==> src/rtl/tdm_demux4_pkg.sv <==
// Shared types and constants for the 4-slot TDM demultiplexer.
// Holds the framing FSM states and the slot counter geometry.
package tdm_demux4_pkg;

  localparam int NUM_SLOTS = 4;
  localparam int SLOT_W    = $clog2(NUM_SLOTS);

  localparam logic [SLOT_W-1:0] FIRST_SLOT = SLOT_W'(0);
  localparam logic [SLOT_W-1:0] LAST_SLOT  = SLOT_W'(NUM_SLOTS - 1);

  typedef enum logic [0:0] {
    HUNT   = 1'b0,
    LOCKED = 1'b1
  } state_e;

endpackage

==> src/rtl/tdm_slot_ctr.sv <==
// Wrapping slot counter: load-to-1 marks "slot 0 just consumed", increment
// advances one slot and wraps from the last slot back to 0.
module tdm_slot_ctr
  import tdm_demux4_pkg::*;
(
  input  logic              clk,
  input  logic              rst_n,
  input  logic              inc_i,
  input  logic              load1_i,
  output logic [SLOT_W-1:0] slot_o
);

  logic [SLOT_W-1:0] slot_q;
  logic [SLOT_W-1:0] slot_d;

  always_comb begin
    slot_d = slot_q;
    if (load1_i) begin
      slot_d = SLOT_W'(1);
    end else if (inc_i) begin
      slot_d = slot_q + SLOT_W'(1);
    end
  end

  always_ff @(posedge clk or negedge rst_n) begin
    if (!rst_n) begin
      slot_q <= FIRST_SLOT;
    end else begin
      slot_q <= slot_d;
    end
  end

  assign slot_o = slot_q;

endmodule

==> src/rtl/tdm_demux4.sv <==
// Splits a framed serial slot stream (a,b,c,d) into four registered channels.
// Input handshake: a sample is taken on every rising edge where en=1; sync=1 on that edge marks slot a.
module tdm_demux4
  import tdm_demux4_pkg::*;
#(
  parameter int WIDTH = 1
) (
  input  logic             clk,
  input  logic             rst_n,
  input  logic             en,
  input  logic             sync,
  input  logic [WIDTH-1:0] din,
  output logic [WIDTH-1:0] o_a,
  output logic [WIDTH-1:0] o_b,
  output logic [WIDTH-1:0] o_c,
  output logic [WIDTH-1:0] o_d,
  output logic             frame_valid,
  output logic             sync_err,
  output logic             locked
);

  state_e            state_q, state_d;
  logic [SLOT_W-1:0] slot;
  logic              slot_inc, slot_load1;

  logic [WIDTH-1:0]  sh_a_q, sh_a_d;
  logic [WIDTH-1:0]  sh_b_q, sh_b_d;
  logic [WIDTH-1:0]  sh_c_q, sh_c_d;
  logic [WIDTH-1:0]  out_a_q, out_a_d;
  logic [WIDTH-1:0]  out_b_q, out_b_d;
  logic [WIDTH-1:0]  out_c_q, out_c_d;
  logic [WIDTH-1:0]  out_d_q, out_d_d;
  logic              fv_q, fv_d;
  logic              err_q, err_d;

  tdm_slot_ctr u_slot_ctr (
    .clk     (clk),
    .rst_n   (rst_n),
    .inc_i   (slot_inc),
    .load1_i (slot_load1),
    .slot_o  (slot)
  );

  always_comb begin
    state_d    = state_q;
    sh_a_d     = sh_a_q;
    sh_b_d     = sh_b_q;
    sh_c_d     = sh_c_q;
    out_a_d    = out_a_q;
    out_b_d    = out_b_q;
    out_c_d    = out_c_q;
    out_d_d    = out_d_q;
    fv_d       = 1'b0;
    err_d      = 1'b0;
    slot_inc   = 1'b0;
    slot_load1 = 1'b0;

    if (en) begin
      if (state_q == HUNT) begin
        if (sync) begin
          sh_a_d     = din;
          slot_load1 = 1'b1;
          state_d    = LOCKED;
        end
      end else if (sync) begin
        // Early sync drops the partial frame; stale b/c shadows are rewritten before use.
        err_d      = (slot != FIRST_SLOT);
        sh_a_d     = din;
        slot_load1 = 1'b1;
      end else if (slot == FIRST_SLOT) begin
        err_d   = 1'b1;
        state_d = HUNT;
      end else if (slot == LAST_SLOT) begin
        out_a_d  = sh_a_q;
        out_b_d  = sh_b_q;
        out_c_d  = sh_c_q;
        out_d_d  = din;
        fv_d     = 1'b1;
        slot_inc = 1'b1;
      end else begin
        if (slot == SLOT_W'(1)) begin
          sh_b_d = din;
        end else begin
          sh_c_d = din;
        end
        slot_inc = 1'b1;
      end
    end
  end

  always_ff @(posedge clk or negedge rst_n) begin
    if (!rst_n) begin
      state_q <= HUNT;
      sh_a_q  <= '0;
      sh_b_q  <= '0;
      sh_c_q  <= '0;
      out_a_q <= '0;
      out_b_q <= '0;
      out_c_q <= '0;
      out_d_q <= '0;
      fv_q    <= 1'b0;
      err_q   <= 1'b0;
    end else begin
      state_q <= state_d;
      sh_a_q  <= sh_a_d;
      sh_b_q  <= sh_b_d;
      sh_c_q  <= sh_c_d;
      out_a_q <= out_a_d;
      out_b_q <= out_b_d;
      out_c_q <= out_c_d;
      out_d_q <= out_d_d;
      fv_q    <= fv_d;
      err_q   <= err_d;
    end
  end

  assign o_a         = out_a_q;
  assign o_b         = out_b_q;
  assign o_c         = out_c_q;
  assign o_d         = out_d_q;
  assign frame_valid = fv_q;
  assign sync_err    = err_q;
  assign locked      = (state_q == LOCKED);

endmodule
==> config.mk <==
export PLATFORM = sky130hd
export DESIGN_NAME = tdm_demux4
export DESIGN_NICKNAME = d
export VERILOG_FILES = /design/src/rtl/tdm_demux4_pkg.sv /design/src/rtl/tdm_slot_ctr.sv /design/src/rtl/tdm_demux4.sv
export SDC_FILE = /design/constraint.sdc
export NUM_CORES = 1
export LEC_CHECK = 0
export ABC_AREA = 1
export ABC_CLOCK_PERIOD_IN_PS = 3100
export CAP_MARGIN = 30
export CORE_UTILIZATION = 45
export DETAILED_ROUTE_END_ITERATION = 16
export GPL_ROUTABILITY_DRIVEN = 0
export HOLD_SLACK_MARGIN = 0.08
export PLACE_DENSITY = 0.71
export SYNTH_ARGS = -nofsm -noshare
export SYNTH_HDL_FRONTEND = slang
export SYNTH_SLANG_ARGS = --single-unit
==> constraint.sdc <==
create_clock -name clk -period 3.1 [get_ports clk]
set_input_delay 0.62 -clock clk [delete_from_list [all_inputs] [get_ports clk]]
set_output_delay 0.62 -clock clk [all_outputs]
set_load 0.02 [all_outputs]
==> results of run 1 <==
-- registers in the layout, summed over array words and instances, names as in the netlist --
register and cells:
locked 1, o_d 1, o_a 1, o_c 1, sync_err 1, o_b 1
sh_b_q 1, u_slot_ctr.slot_o 2, sh_a_q 1, frame_valid 1, sh_c_q 1
-- layer usage --
layer / vias to the layer above / global-route usage, % / share of wire (%)
met4: 0 / 10.34 / 2.2
met2: 13 / 29.17 / 46
li1: 246 / - / -
met1: 210 / 25.91 / 45
met3: 5 / 10.40 / 6.2
met5: - / 0 / 0
-- synthesized netlist by cell type --
| master | instances | area [um^2] |
|---|---|---|
| nand2_1 | 27 | 101.4 |
| dfrtp_1 | 12 | 300.3 |
| inv_1 | 9 | 33.78 |
| nand3_1 | 7 | 35.03 |
| ha_1 | 6 | 75.07 |
| nor2_1 | 4 | 15.01 |
| and3_2 | 1 | 7.510 |
| nand2_2 | 1 | 6.260 |
| nand2_4 | 1 | 11.26 |
| nand3_2 | 1 | 10.01 |
| nor2_2 | 1 | 6.260 |
| nor2_4 | 1 | 11.26 |
-- kinds of logic after synthesis --
logic type               count (synthesis)  share of synthesized area (%)
AND/OR/NAND/NOR                         44                          33.27
buffers and inverters                    9                          5.510
flip-flops                              12                          48.98
adder cells (fa/ha/maj)                  6                          12.24
-- stage by stage --
stage	cell area, um^2	power [mW]	hold slack, ns	utilization, %
finish	777.0	0.6624	0.4699	65.51
detailed placement	740.7	0.5434	0.4576	62.45
global placement	740.7	0.5363	0.4531	62.45
floorplan	613.1	0.4346	0.3244	-
CTS	777.0	0.6690	0.4765	65.51
global route	777.0	0.7205	0.4899	65.51
-- final cells by class --
type,count,area share (%)
multi-input cells,50,35.91
clock buffers,4,4.670
well taps,14,2.254
repair buffers,11,14.17
inverters,9,4.348
flip-flops and latches,12,38.65
-- power by group --
part / internal, mW / switching [mW]
clock network: 0.0715 / 0.0518
registers: 0.213 / 0.0418
logic: 0.123 / 0.161
-- final timing paths --
path                                                  start  slack (ns)         endpoint  cells after the start
setup / recovery                         locked$_DFFE_PN0P_        1.15           locked                      1
hold / removal                              o_a$_DFFE_PN0P_        0.47  o_a$_DFFE_PN0P_                      2
setup reg to reg           u_slot_ctr.slot_o[0]$_DFFE_PN0P_        1.61  o_c$_DFFE_PN0P_                      9
hold reg to reg                             o_a$_DFFE_PN0P_        0.47  o_a$_DFFE_PN0P_                      2
max in group asynchronous                             rst_n        2.05  o_c$_DFFE_PN0P_                      1
min in group asynchronous                             rst_n        0.68  o_d$_DFFE_PN0P_                      1
-- tightest hold or removal path: stages, from the launching register on --
cell     delay (ns)
dfrtp_1        0.35
nand2_1        0.05
nand2_1        0.04
==> impl_metrics.json, run 1 <==
{
  "clk_latency_ns": 0.28,
  "final.setup.tns_ns": 0,
  "route.detailed.drc": 0,
  "synth_cell_type_count": 12,
  "layout.cells.most_common": "nand2_1",
  "die_y_um": 38.91,
  "finalSetupViolCount": 0,
  "criticalPathCategory": "register to output port",
  "max-clock-path-buffers": 2,
  "final_critical_path_setup_slack_ns": 1.146,
  "worstSetupEndpointType": "output port",
  "num_vias": 474,
  "cts_resized": 0,
  "grt_antenna_before_repair": 0,
  "cp_data_required_time_ns": 2.48,
  "worst_pin_slew_ns": 0.5293,
  "yosys_warnings": 0,
  "count_of_mapped_cells_out_of_synthesis": 71,
  "crit_path_top_delay_cell": "clkdlybuf4s50_1",
  "floorplan.die_area_um2": 1514,
  "routed_wl_um": 1113,
  "hold_path_class": "register to register",
  "final.period_utilization_pct": 63.04,
  "n_antenna_cell": 0,
  "maxCapViolCount": 0,
  "power.leakage_nw": 0.4221,
  "power.density_nw_per_um2": 852.6,
  "cts_htree_levels": 1,
  "layout.nets": 98,
  "grt_overflow": 0,
  "final_layout_size_suffix_gt1_share_pct": 11.63,
  "synth_area_per_cell_um2": 8.635,
  "multi_input_area_um2": 279.0,
  "layout.cells.most_common_list": "27 x nand2_1, 12 x dfrtp_1, 11 x clkdlybuf4s50_1, 9 x inv_1, 7 x nand3_1",
  "clockRootBuffer": "clkbuf_4",
  "timing.critical_path.max_delay_family": "buffers and inverters",
  "detail-route-antenna-nets": 0,
  "top_level_ports": 12,
  "floorplan.initialDensity_pct": 51.69,
  "crit_chain": "clkdlybuf4s50_1",
  "dr.first_iter.drc_count": 12,
  "cts_inserted_buffers": 3,
  "finClkSkew_ns": 0.009914,
  "timing.final.crit_period_ns": 1.954,
  "grt_pass1_wl_um": 1925,
  "routed_via_density": 4.740,
  "layoutNonFillerInstCount": 100,
  "die_x_um": 38.91,
  "power.ir.vdd_worst_mv": 0.4379,
  "outcome": "finished clean",
  "routed_wire_length_per_instance_um": 11.13,
  "max_stage_delay_ns": 0.63,
  "syn_area_um2": 613.1,
  "syn-num-nets": 82,
  "clock-sinks": 12,
  "largest_net_degree_at_the_start_of_global_routing": 13,
  "finalHoldViolCount": 0,
  "post_cts.repair.setup_buffers": 0,
  "fp-row-count": 12,
  "synth_sequential_area_ratio_pct": 48.98,
  "total_routing_usage_gr_pct": 20.78,
  "grt_pass1_vias": 411,
  "dp_hpwl_um": 859.7,
  "fill_cells": 109,
  "total_iterations_of_the_first_detailed_routing_run": 4,
  "critical_path.n_buffers_inverters": 1,
  "cts_hold_repair.buffers": 0,
  "worst-endpoint-arrival_ns": 1.33,
  "layout.area.seq_um2": 300.3,
  "max_slew_violations": 0,
  "crit_path_start_kind": "register",
  "maxClockFrequency_mhz": 511.7,
  "place_inst": 96,
  "port-buffer-count": 11,
  "tritoncts": "yes",
  "max-slew-margin-rel_pct": 64.60,
  "rsz_0062_raised_after_global_routing": "no",
  "coreArea_um2": 1186,
  "cts.clk_slew.worst_paths_ns": 0.08,
  "areaGrowthSynthToFinish_pct": 26.73,
  "postSynthRegisterBits": 12,
  "post-place-ws_ns": 1.161,
  "crit_path_max_fanout": 5
}
Note: power is estimated with default switching activity, not from simulation.
==> run 2, diff against run 1 <==
- ABC_CLOCK_PERIOD_IN_PS: 3100 -> 2000
- clock period: 3.1 -> 2 ns (I/O delays scaled with it)
==> results of run 2 <==
Same layout as run 1 (identical final DEF). Status: finished clean.
Main changes from that run: setup slack after placement 1.161 ns -> 0.2811 ns; setup slack after layout 1.146 ns -> 0.2657 ns; hold slack 0.4699 ns -> 0.4630 ns; register-to-register setup slack 1.61 ns -> 0.51 ns; total power 0.6624 mW -> 1.027 mW; worst IR drop on VDD 0.4379 mV -> 0.6787 mV
